### config.mk
export PLATFORM = sky130hd
export DESIGN_NAME = dac
export DESIGN_NICKNAME = d
export VERILOG_FILES = /design/src/rtl/dac.sv
export SDC_FILE = /design/constraint.sdc
export NUM_CORES = 1
export LEC_CHECK = 0
export ABC_AREA = 1
export CAP_MARGIN = 20
export CORE_MARGIN = 4
export CORE_UTILIZATION = 64
export CTS_CLUSTER_DIAMETER = 120
export CTS_CLUSTER_SIZE = 30
export DETAILED_ROUTE_END_ITERATION = 12
export DONT_BUFFER_PORTS = 1
export GPL_TIMING_DRIVEN = 1
export PLACE_DENSITY = 0.8
export SYNTH_ARGS = -nofsm -noshare
export SYNTH_HDL_FRONTEND = slang
export SYNTH_SLANG_ARGS = --single-unit
export TNS_END_PERCENT = 30
### constraint.sdc
create_clock -name clk -period 2.3 [get_ports clk]
set_input_delay 0.23 -clock clk [delete_from_list [all_inputs] [get_ports clk]]
set_output_delay 0.23 -clock clk [all_outputs]
set_load 0.01 [all_outputs]
### src/rtl/dac.sv
// dac: serial writer for a bank of 8 independent 16-bit SPI DACs.
// All 8 lanes share sclk/sync_n and shift out simultaneously, MSB first,
// one sdi line per DAC. Lane i of the input word is data[16*i+15:16*i].
//
// Optional feature macro: DAC_LDAC_EN adds the ldac_n port. ldac_n is driven
// low for the last HOLD cycle so that all DACs update together.
//
// Ports:
//   clk        system clock
//   rst        synchronous active-high reset
//   data       8 x 16-bit codes to send
//   data_valid data holds a word to send
//   data_ready block idle; word taken on an edge with data_valid & data_ready
//   done       one-cycle pulse in the first HOLD cycle of a finished frame
//   sdi        serial data, sdi[i] carries lane i
//   sclk       serial clock, idles low; DACs latch sdi on its falling edge
//   sync_n     frame select, active low
//   ldac_n     load strobe, active low (DAC_LDAC_EN only)
module dac #(
    parameter int unsigned SETUP_CYCLES = 1,
    parameter int unsigned HOLD_CYCLES  = 2
) (
    input  logic         clk,
    input  logic         rst,
    input  logic [127:0] data,
    input  logic         data_valid,
    output logic         data_ready,
    output logic         done,
    output logic [7:0]   sdi,
    output logic         sclk,
    output logic         sync_n
`ifdef DAC_LDAC_EN
    ,
    output logic         ldac_n
`endif
);

    localparam int unsigned LANES  = 8;
    localparam int unsigned LANE_W = 16;
    localparam int unsigned WORD_W = LANES * LANE_W;
    localparam int unsigned HALF_W = 5;
    localparam int unsigned CNT_W  = 8;

    localparam logic [CNT_W-1:0]  LAST_SETUP = CNT_W'(SETUP_CYCLES - 1);
    localparam logic [CNT_W-1:0]  LAST_HOLD  = CNT_W'(HOLD_CYCLES - 1);
    localparam logic [HALF_W-1:0] LAST_HALF  = HALF_W'(2 * LANE_W - 1);

    // Parameter sanity checks at elaboration
    if (SETUP_CYCLES < 1 || SETUP_CYCLES > 256) begin : g_bad_setup
        $error("dac: SETUP_CYCLES must be in 1..256");
    end
    if (HOLD_CYCLES < 1 || HOLD_CYCLES > 256) begin : g_bad_hold
        $error("dac: HOLD_CYCLES must be in 1..256");
    end
`ifdef DAC_LDAC_EN
    if (HOLD_CYCLES < 2) begin : g_bad_ldac_hold
        $error("dac: HOLD_CYCLES must be >= 2 when DAC_LDAC_EN is defined");
    end
`endif

    typedef enum logic [1:0] {
        IDLE  = 2'd0,
        SETUP = 2'd1,
        SHIFT = 2'd2,
        HOLD  = 2'd3
    } state_t;

    state_t              state, state_d;
    logic [CNT_W-1:0]    cnt, cnt_d;
    logic [HALF_W-1:0]   half, half_d;
    logic [WORD_W-1:0]   shreg, shreg_d;
    logic [LANES-1:0]    sdi_d;
    logic                sclk_d, sync_n_d, done_d;
`ifdef DAC_LDAC_EN
    logic                ldac_d;
`endif

    // MSB of every lane, i.e. the bit currently presented on each sdi line
    function automatic logic [LANES-1:0] lane_msbs(input logic [WORD_W-1:0] w);
        logic [LANES-1:0] m;
        for (int i = 0; i < LANES; i++) begin
            m[i] = w[LANE_W*i + LANE_W - 1];
        end
        return m;
    endfunction

    // Shift each lane left by one independently (no bleed between lanes)
    function automatic logic [WORD_W-1:0] lane_shift(input logic [WORD_W-1:0] w);
        logic [WORD_W-1:0] s;
        for (int i = 0; i < LANES; i++) begin
            s[LANE_W*i +: LANE_W] = {w[LANE_W*i +: LANE_W-1], 1'b0};
        end
        return s;
    endfunction

    assign data_ready = (state == IDLE);

    // State, counters and pin registers
    always_ff @(posedge clk) begin
        if (rst) begin
            state  <= IDLE;
            cnt    <= '0;
            half   <= '0;
            shreg  <= '0;
            sdi    <= '0;
            sclk   <= 1'b0;
            sync_n <= 1'b1;
            done   <= 1'b0;
`ifdef DAC_LDAC_EN
            ldac_n <= 1'b1;
`endif
        end else begin
            state  <= state_d;
            cnt    <= cnt_d;
            half   <= half_d;
            shreg  <= shreg_d;
            sdi    <= sdi_d;
            sclk   <= sclk_d;
            sync_n <= sync_n_d;
            done   <= done_d;
`ifdef DAC_LDAC_EN
            ldac_n <= ldac_d;
`endif
        end
    end

    // Next state and next pin values; pins always reflect the state being entered
    always_comb begin
        state_d  = state;
        cnt_d    = cnt;
        half_d   = half;
        shreg_d  = shreg;
        sdi_d    = sdi;
        sclk_d   = 1'b0;
        sync_n_d = 1'b1;
        done_d   = 1'b0;
`ifdef DAC_LDAC_EN
        ldac_d   = 1'b1;
`endif
        case (state)
            IDLE: begin
                sdi_d = '0;
                if (data_valid) begin
                    state_d  = SETUP;
                    cnt_d    = '0;
                    shreg_d  = data;
                    sync_n_d = 1'b0;
                    sdi_d    = lane_msbs(data);
                end
            end
            SETUP: begin
                sync_n_d = 1'b0;
                if (cnt == LAST_SETUP) begin
                    state_d = SHIFT;
                    half_d  = '0;
                    sclk_d  = 1'b1;
                end else begin
                    cnt_d = cnt + CNT_W'(1);
                end
            end
            SHIFT: begin
                if (half == LAST_HALF) begin
                    state_d = HOLD;
                    cnt_d   = '0;
                    sdi_d   = '0;
                    done_d  = 1'b1;
                end else begin
                    sync_n_d = 1'b0;
                    half_d   = half + HALF_W'(1);
                    // Odd half-cycle ends a bit; next bit appears as sclk rises
                    sclk_d   = half[0];
                    if (half[0]) begin
                        shreg_d = lane_shift(shreg);
                        sdi_d   = lane_msbs(lane_shift(shreg));
                    end
                end
            end
            HOLD: begin
                sdi_d = '0;
                if (cnt == LAST_HOLD) begin
                    state_d = IDLE;
                end else begin
                    cnt_d = cnt + CNT_W'(1);
`ifdef DAC_LDAC_EN
                    ldac_d = (cnt_d == LAST_HOLD) ? 1'b0 : 1'b1;
`endif
                end
            end
            default: begin
                state_d = IDLE;
            end
        endcase
    end

endmodule

# == Word-level counts from Yosys, hierarchy flattened ==
# Index checks and enable logic that the tools add are counted.
# classes
n_eq_ne,14
addsub,2
n_mux,27
n_reduce_logical,11
n_bitwise,1
# ops
cell,n
2-to-1 mux 127 bit,3
one-hot mux 127 bit (2 select lines),1
2-to-1 mux 8 bit,7
one-hot mux 8 bit (4 select lines),1
one-hot mux 8 bit (3 select lines),1
!= test 2 bit (second input constant),8
AND reduction 4 bit,3
2-to-1 mux 5 bit,2
one-hot mux 5 bit (2 select lines),1
adder 8 x 1 -> 8 bit (second input constant),1
equality test 8 x 1 -> 1 bit (second input constant),1
logical NOT 8 bit,1
2-to-1 mux 2 bit,4
one-hot mux 2 bit (4 select lines),1
adder 5 x 1 -> 5 bit (second input constant),1
equality test 5 bit (second input constant),1
equality test 2 bit (second input constant),2
2-to-1 mux 1 bit,4
nonzero test 2 bit,2
!= test 3 bit (second input constant),1
one-hot mux 1 bit (3 select lines),1
AND reduction 3 bit,1
nonzero test 3 bit,1
equality test 2 x 1 -> 1 bit (second input constant),1
other kinds (5),5
# totals
regBits,153
word_cells,63
in_bits,131

# == Longest topological paths before layout ==
# logic_depth
word_depth,3
depth_mapped,13

# == Worst setup path before layout ==
# No wires, ideal clock.
# synth_timing
path_kind,reg2reg
start,register half[0]
end,register shreg[104]
stages_incl_launch_ff,13
required_ns,2.187
path_slack_ns,0.536
arrival_time_ns,1.651
path_cell_list,dfxtp_1 ha_1 nand2_1 nor2_1 ha_1 nand2_1 nand2_2 a21oi_2 nand2_1 buf_2 buf_2 o21ai_1 nor2_1
# synth_between
elab_chain_cells,3
word_cells_on_any_way,4
# synth_lines
element,line,rtl
from (decl),70,"logic [HALF_W-1:0] half, half_d;"
from (signal assigned),115,half <= half_d;
equality test 5 bit,162,if (half == LAST_HALF) begin
!= test 2 bit (no source line),n/a,
AND reduction 4 bit (no source line) *,n/a,
to (signal assigned),116,shreg <= shreg_d;
to (decl),71,"logic [WORD_W-1:0] shreg, shreg_d;"
# Mark *: on every way between the ends. The rest lies on a longest branch, timed or not.
# A chain may end at the register's enable or synchronous reset.

# == Final worst setup path ==
# layout_timing
start,register half[0]
end,register shreg[115]
# The elaborated chain is that of the path after synthesis.

==> flow_summary.yaml <==
run_status:
  status: "completed"
final_layout:
  area_growth_pct: 24.7
  multi_input_area_um2: 3660
  seq_area_um2: 2920
  fin_nets: 1345
  stdcell_count: 1356
  fin_util: 0.815
  n_fill_cell: 724
  drive_above_1_share: 0.0519
detailed_routing:
  wl_mm: 19.3
  via_per_inst: 5.28
  final_antenna_net_count: 0
  drt-pass1-iter-count: 5
  num_vias: 7157
  drc_errors: 0
  dr.first_iter.drc_count: 588
  routedWlPerCell_um: 14.2
cts:
  cts_max_path_buffers: 2
  cts-root-buf: "clkbuf_8"
  htree_levels: 4
  cts.sinks: 146
  cts_buffers: 17
  post-cts-setup-buffers: 0
  clk_latency_ns: 0.52
  tritoncts: "built"
  clk_pin_slew_ns: 0.06
global_routing:
  grt_pass1_vias: 6857
  antenna_found_initial: 1
  groute.usage.overall: 0.302
  grt_first_pass_wirelength_mm: 31.7
  grt_max_degree: 55
  overflow: 0
synthesis:
  synth_edf_count: 0
  synthesis.instances: 1123
  synth_warnings: 0
  avgSynthCellArea_um2: 6.30
  yosysUniqueCellTypes: 25
  ys_seq_elements: 146
  synth-seq-area-share: 0.413
  syn_area_um2: 7080
  synth_top_cell_by_area: "dfxtp_1"
  synth.area.top_cells: "dfxtp_1, nand2_1, nor2_1, o21ai_1, a21oi_1"
  syn_nets: 1265
  yosysTopAreaCellShare: 0.413
  async_flop_share: 0
  ys_dominant_reg_cell: "dfxtp_1"
power_and_ir_drop:
  vdd_ir_drop_max_mv: 1.06
  p_per_area_nw_per_um2: 1390
  p_leak_nw: 4.12
floorplanning:
  die-area_um2: 12800
  rows: 38
  core_area_um2: 10800
  start_util: 0.653
  dieHeight_um: 113
  die-width_um: 113
  ios: 143
placed_design:
  portBuffers: 0
  place_inst: 1207
  gp_congestion: 0.882
  dpl.hpwl_mm: 10.7
timing:
  finalSetupTns_ns: 0
  setup_viol: 0
  skew_ns: 0.00906
  fin_crit_ns: 2.15
  rsz0062_at_grt: "no"
  hold_viol: 0
  period_share: 0.936
  max_slew_margin: 0.451
  max_freq_mhz: 464
  hold_ws_ns: 0.00756
  drv_slew: 0
  tightestPinTransition_ns: 0.821
worst_setup_path:
  startpoint_type: "flop"
  worstPathArrival_ns: 2.56
  crit_fanout: 51
  endpoint_kind: "flop"
  cp_data_required_time_ns: 2.70
  worst-setup-path-type: "reg2reg"
worst_hold_path:
  hold_class: "in2reg"
flow_run:
  drv_cap: 0
## cell families after synthesis
kind of cell / count (synthesis) / share of synthesized area
simple gates: 693 / 0.375
flops: 146 / 0.413
fa+ha+maj: 11 / 0.0194
compound gates: 165 / 0.119
buf+inv: 108 / 0.0741
## state kept, by name (all words and copies together), names as in the netlist
signal	count
cnt	8
done	1
half	5
sclk	1
sdi	8
shreg	120
state	2
sync_n	1
## repair_timing
| item | CTS | global route |
|---|---|---|
| hold buffers | 117 | 0 |
| hold endpoints to repair | 124 | 0 |
| resized for setup | 0 | 2 |
| endpoints found under the setup margin | 0 | 93 |
## cell type report
cell class	instances	share of cell area
inverter	37	0.0164
clock buffer	21	0.0509
antenna	1	0.000283
sequential	146	0.331
tap	140	0.0198
timing repair buffer	132	0.152
clock inverter	10	0.0152
multi-input combinational	869	0.414
## final timing paths
path | start | end | slack [ns] | cells after the start
worst min-delay path | data[94] | shreg[94] | 0.008 | 4
worst min register to register | shreg[30] | shreg[30] | 0.45 | 2
worst max register to register | half[0] | shreg[115] | 0.15 | 12
worst max-delay path | half[0] | shreg[115] | 0.15 | 12
## through the flow
stage               power, W  worst slack [ns]  area, um2
finish                0.0122             0.147       8830
global route          0.0132            0.0332       8830
CTS                   0.0121             0.147       8820
detailed placement   0.00921             0.171       7070
global placement     0.00908             0.185       7070
floorplan            0.00830             0.536       7080
## report_power, final
group          leakage, nW  switching [W]  internal, W  total [W]
clock network        0.284        0.00101      0.00170    0.00271
logic                 2.63        0.00335      0.00173    0.00509
registers             1.21       0.000697      0.00374    0.00444
total                 4.12        0.00506      0.00717     0.0122
## layout by cell type (no fill, tap or decap), types with 11 or more instances in the layout
cell type,count
nor2_1,259
clkbuf_16,16
inv_1,30
dfxtp_1,146
o21ai_1,105
nand3_1,11
a21oi_1,28
o21ai_0,21
nand2_1,410
dlygate4sd3_1,117
## critical path, stage by stage, from the launching register on
cell	delay [ns]
dfxtp_1	0.41
ha_1	0.20
nand2_1	0.07
nor2_1	0.10
ha_1	0.19
nand2_1	0.09
nand2_2	0.09
a21oi_2	0.05
nand2_4	0.20
clkinv_2	0.14
buf_12	0.20
nor2_1	0.18
nor2_1	0.09
## routing by layer
layer / vias to the layer above / global-route usage / wire length, um
met5: - / 0 / 0
met4: 0 / 0.110 / 492
met3: 43 / 0.0754 / 1360
met2: 284 / 0.519 / 9520
met1: 3171 / 0.367 / 7890
li1: 3659 / - / -
## cell usage after synthesis, types with 3 or more instances
cell type and instances:
a21oi_1 28, buf_1 6, buf_2 25, buf_4 5, buf_6 9, clkbuf_1 26, dfxtp_1 146, ha_1 11
inv_1 31, inv_2 5, nand2_1 411, nand2_2 5, nand3_1 11, nand4_1 3, nor2_1 259, o21ai_0 21
o21ai_1 106, o22ai_1 8
(Power assumes the default switching activity.)
==> patch 1 (config.mk and constraints unchanged) <==
The option `DAC_LDAC_EN` is turned on by a define.
--- a/src/rtl/dac.sv
+++ b/src/rtl/dac.sv
@@ -16,6 +16,8 @@
 //   sclk       serial clock, idles low; DACs latch sdi on its falling edge
 //   sync_n     frame select, active low
 //   ldac_n     load strobe, active low (DAC_LDAC_EN only)
+`define DAC_LDAC_EN
+
 module dac #(
     parameter int unsigned SETUP_CYCLES = 1,
     parameter int unsigned HOLD_CYCLES  = 2
Check against the original RTL (old outputs only; new: ldac_n): no difference found for any inputs over 10 cycles, from zero or initial values and one cycle with rst high; that may be too few to reach the edited logic, so the function may still have changed.
==> patch 1 against the original RTL <==
Synthesized area increased by 0.81%. First-iteration DRC count grew 42%. Sequential cell count up 1. Worst hold slack improved by 32 ps. Global-route usage up 3.2 points. Wire length increased by 10%. Power shrank 7.8%. Setup slack gained 55 ps. Final area increased by 1.7%. Count of clock-buffer cells in the layout is 4 higher. Die area up 0.75%. Core utilization increased by 0.99 points. Critical endpoint is now shreg[93]. Largest cell class unchanged.
==> patch 1: results <==
[run_status]
run_status = finished clean

[sta]
clock_skew_ps = 10.9
final.hold.worst_slack_ps = 39.8
worst_slew_pin_slew_ps = 709
maxSlewViolCount = 0

[global_routing]
first_global_vias = 7094
grt_usage = 0.334
grt_pass1_wl_um = 34400
grt_antenna_before_repair = 1
maximum_number_of_pins_on_one_net_before_global_route_repair = 114

[critical_path]
worstReg2RegEnd = shreg[93]
cp_max_stage_cell = sky130_fd_sc_hd__dfxtp_1
worst_path_largest_cell_delay_ps = 330
timing.reg2reg.setup_slack_ps = 200
setup.worst_path.start = half[1]
rr_worst_depth = 11
timing.critical_path.fanout_max = 39
worstPathArrival_ps = 2520

[synthesis]
synth_area_leaders = sky130_fd_sc_hd__dfxtp_1 (41%), sky130_fd_sc_hd__nand2_1 (23%), sky130_fd_sc_hd__nor2_1 (12%), sky130_fd_sc_hd__o21ai_0 (5.4%), sky130_fd_sc_hd__o21ai_1 (3.0%)
synth.cells.most_frequent = sky130_fd_sc_hd__nand2_1 (435), sky130_fd_sc_hd__nor2_1 (237), sky130_fd_sc_hd__dfxtp_1 (147)
ys_seq_area_frac = 0.412
synthArstFlopShare = 0
synth_fp_nets = 1268
yosysWarnings = 0
synth_cell_types = 34

[cts]
path_clk_slew_ps = 60
ctsLongestPathBuffers = 2
post-cts-setup-buffers = 0
clock_tree.htree_level_count = 4
clk_latency_ps = 550
cts_inserted_buffers = 17
cts.root.buffer_cell = sky130_fd_sc_hd__clkbuf_8

[route]
drt-pass1-iter-count = 5
avgViaCountPerCell = 5.53
wl_per_cell_um = 15.5
detailedRoute.firstIterationViolations = 837

[min_path]
timing.hold.worst_path_depth = 4
hp-start = data[15]
whs_endpoint = sdi[0]
worst_hold_path_type = in -> reg

[placed_design]
buffer_ports.inserted = 0
detailedPlacementHpwl_um = 10500
globalplace.congestion = 0.911

[layout]
reg.largest.list = shreg x120, cnt x8, sdi x8
share_of_cells_above_drive_strength_1 = 0.0537
nNetsFinal = 1361

[power]
irDropWorstVdd_v = 0.00133
static-leakage-power_uw = 0.00414
## patch 1: cell type report
class | count | area (sq um)
Clock buffer | 25 | 494
Tap cell | 140 | 175
Sequential cell | 147 | 2940
Antenna cell | 1 | 2.50
Timing Repair Buffer | 141 | 1450
Fill cell | 718 | 1910
Multi-Input combinational cell | 879 | 3740
Clock inverter | 5 | 50.0
Inverter | 32 | 126
## patch 1: cells by family (layout without fill, tap and decap cells)
| logic type | count (synthesis) | in the layout | share of synthesized area |
|---|---|---|---|
| other cells | 0 | 1 | 0 |
| flops | 147 | 147 | 0.412 |
| simple gates | 706 | 706 | 0.384 |
| compound gates | 158 | 158 | 0.114 |
| buf+inv | 99 | 203 | 0.0652 |
| fa+ha+maj | 12 | 12 | 0.0210 |
| xor+xnor | 3 | 3 | 0.00368 |
## patch 1: where the power goes
part / switching [uW] / total [uW] / internal, uW
combinational: 3280 / 4800 / 1520
clock: 999 / 2560 / 1560
sequential: 517 / 3930 / 3410
total: 4790 / 11300 / 6490
## patch 1: critical path: cells and delay by family (launching register included)
kind | cells | cell delay, ps
AO/OA/AOI/OAI | 2 | 470
AND/OR/NAND/NOR | 6 | 500
adder cells (fa/ha/maj) | 2 | 410
flip-flops | 1 | 330
buffers and inverters | 1 | 270
## patch 1: worst max path at each step
stage                     slack, ps    endpoint
after detailed placement        290   shreg[67]
after floorplan                 510  shreg[121]
after global placement          350   shreg[80]
after CTS                       250   shreg[67]
after global routing             40    shreg[0]
final                           200   shreg[93]
## patch 1: per-layer routing
metal | part of all wire | vias up | GRT usage
li1 | - | 3680 | -
met1 | 0.38 | 3368 | 0.401
met2 | 0.49 | 429 | 0.547
met3 | 0.086 | 96 | 0.0928
met4 | 0.041 | 0 | 0.171
met5 | 0 | - | 0
## patch 1: metrics by stage
step	cells	util	setup WS [ps]	total power [uW]	cell area, sq um
2_1_floorplan	1125	-	512	7430	7140
3_3_place_gp	1210	0.654	349	8130	7130
3_5_place_dp	1210	0.654	289	8230	7130
4_1_cts	1369	0.824	253	11000	8970
5_1_grt	1370	0.825	35.7	12100	8980
6_report	1370	0.825	201	11300	8980
## patch 1: timing repair
| action | 4_1_cts | 5_1_grt |
|---|---|---|
| endpoints found under the setup margin | 0 | 1 |
| hold endpoints to repair | 142 | 0 |
| hold buffers | 129 | 0 |
| resized for setup | 0 | 1 |
==> patch 2 (same flow settings) <==
Made on the original files. Put one more register stage on the output `sync_n`, with the module's reset. The value now appears one clock later. The other outputs are not delayed to match.
--- a/src/rtl/dac.sv
+++ b/src/rtl/dac.sv
@@ -45,6 +45,8 @@
     localparam logic [CNT_W-1:0]  LAST_HOLD  = CNT_W'(HOLD_CYCLES - 1);
     localparam logic [HALF_W-1:0] LAST_HALF  = HALF_W'(2 * LANE_W - 1);
 
+    logic sync_n_s0;
+
     // Parameter sanity checks at elaboration
     if (SETUP_CYCLES < 1 || SETUP_CYCLES > 256) begin : g_bad_setup
         $error("dac: SETUP_CYCLES must be in 1..256");
@@ -104,7 +106,7 @@
             shreg  <= '0;
             sdi    <= '0;
             sclk   <= 1'b0;
-            sync_n <= 1'b1;
+            sync_n_s0 <= 1'b1;
             done   <= 1'b0;
 `ifdef DAC_LDAC_EN
             ldac_n <= 1'b1;
@@ -116,7 +118,7 @@
             shreg  <= shreg_d;
             sdi    <= sdi_d;
             sclk   <= sclk_d;
-            sync_n <= sync_n_d;
+            sync_n_s0 <= sync_n_d;
             done   <= done_d;
 `ifdef DAC_LDAC_EN
             ldac_n <= ldac_d;
@@ -192,5 +194,13 @@
         endcase
     end
 
+    always_ff @(posedge clk) begin
+        if (rst) begin
+            sync_n <= '0;
+        end else begin
+            sync_n <= sync_n_s0;
+        end
+    end
+
 endmodule
 
Formal check against the unedited RTL: not equivalent (a bounded check fails within 4 cycles, from zero or initial values and one cycle with rst high).
==> patch 2 against the original RTL <==
Setup slack better by 32 ps. Final area is 2.1% higher. Non-clock buffer count is 12 higher. Critical path depth stayed put. Sequential cell count is 1 higher. Synthesized cell count is 0.45% higher. Synthesized area is 1.4% higher. Wire length is 10% higher. Power is 2.5% higher. Core utilization is 1.3 points higher. Via count is 5.5% higher. Largest power group unchanged.
==> patch 2: results <==
[layout]
fraction_of_area_in_multi_input_gates = 0.406
multi_input_comb_cells = 870
final_layout_clock_buffer_total = 24
non_clock_buffers_area_share = 0.162
nonClockBufferCount = 144
inverters = 41
n_antenna_cell = 2
nNetsFinal = 1363
fillCellCount = 702

[sta]
min_period_over_period = 0.922
clock_skew_ps = 6.14

[route]
detailedRoute.firstIterationViolations = 764
wl_per_cell_um = 15.4
avgViaCountPerCell = 5.49

[global_routing]
grtUsageMet2 = 0.562
grt_pass1_wl_um = 34500
grt_antenna_before_repair = 2
first_global_vias = 7367
maximum_number_of_pins_on_one_net_before_global_route_repair = 84
grt_usage = 0.330
use_met3 = 0.0753
grt_util_met1 = 0.391

[critical_path]
timing.reg2reg.setup_slack_ps = 180
worstPathArrival_ps = 2550
worst_r2r_src = half[1]
timing.critical_path.fanout_max = 32

[synthesis]
ys_seq_area_frac = 0.410
synth_compound_area_frac = 0.117
synth_fp_nets = 1270
synth_cell_types = 26
synth.cells.most_frequent = sky130_fd_sc_hd__nand2_1 (411), sky130_fd_sc_hd__nor2_1 (258), sky130_fd_sc_hd__dfxtp_1 (147)
adder_and_majority_cell_fraction_of_the_synthesized_area = 0.0192
synth_area_leaders = sky130_fd_sc_hd__dfxtp_1 (41%), sky130_fd_sc_hd__nand2_1 (21%), sky130_fd_sc_hd__nor2_1 (13%), sky130_fd_sc_hd__o21ai_0 (5.6%), sky130_fd_sc_hd__o21ai_1 (3.2%)

[power]
irDropWorstVdd_v = 0.00142
static-leakage-power_uw = 0.00421
power_spent_charging_and_discharging_nets_uw = 5220

[run_status]
run_status = finished clean

[cts]
cts.hold.buffers_added = 126
clk_latency_ps = 540
cts_num_sinks = 147

[placed_design]
detailedPlacementHpwl_um = 10400

[min_path]
whs_endpoint = sdi[5]
## patch 2: changes by cell type after synthesis, moves of 4 or more
cell	unedited run	this run
sky130_fd_sc_hd__buf_4	5	1
sky130_fd_sc_hd__inv_1	31	36
sky130_fd_sc_hd__o21ai_1	106	46
sky130_fd_sc_hd__o21ai_0	21	80
sky130_fd_sc_hd__buf_6	9	18
sky130_fd_sc_hd__buf_1	6	1
## patch 2: routing by layer
metal / wire length (um) / up-vias / part of all wire
met1: 8530 / 3439 / 0.40
met2: 10500 / 332 / 0.49
met4: 902 / 0 / 0.043
li1: - / 3699 / -
met3: 1290 / 80 / 0.061
met5: 0 / - / 0
## patch 2: through the flow
step / hold slack [ps] / area (sq um) / power [uW] / instances
2_1_floorplan: 375 / 7180 / 8350 / 1128
3_3_place_gp: 302 / 7140 / 9040 / 1216
3_5_place_dp: 306 / 7140 / 9170 / 1216
4_1_cts: 0.282 / 9010 / 12200 / 1374
5_1_grt: 36.7 / 9010 / 13400 / 1376
6_report: 18.1 / 9010 / 12500 / 1376
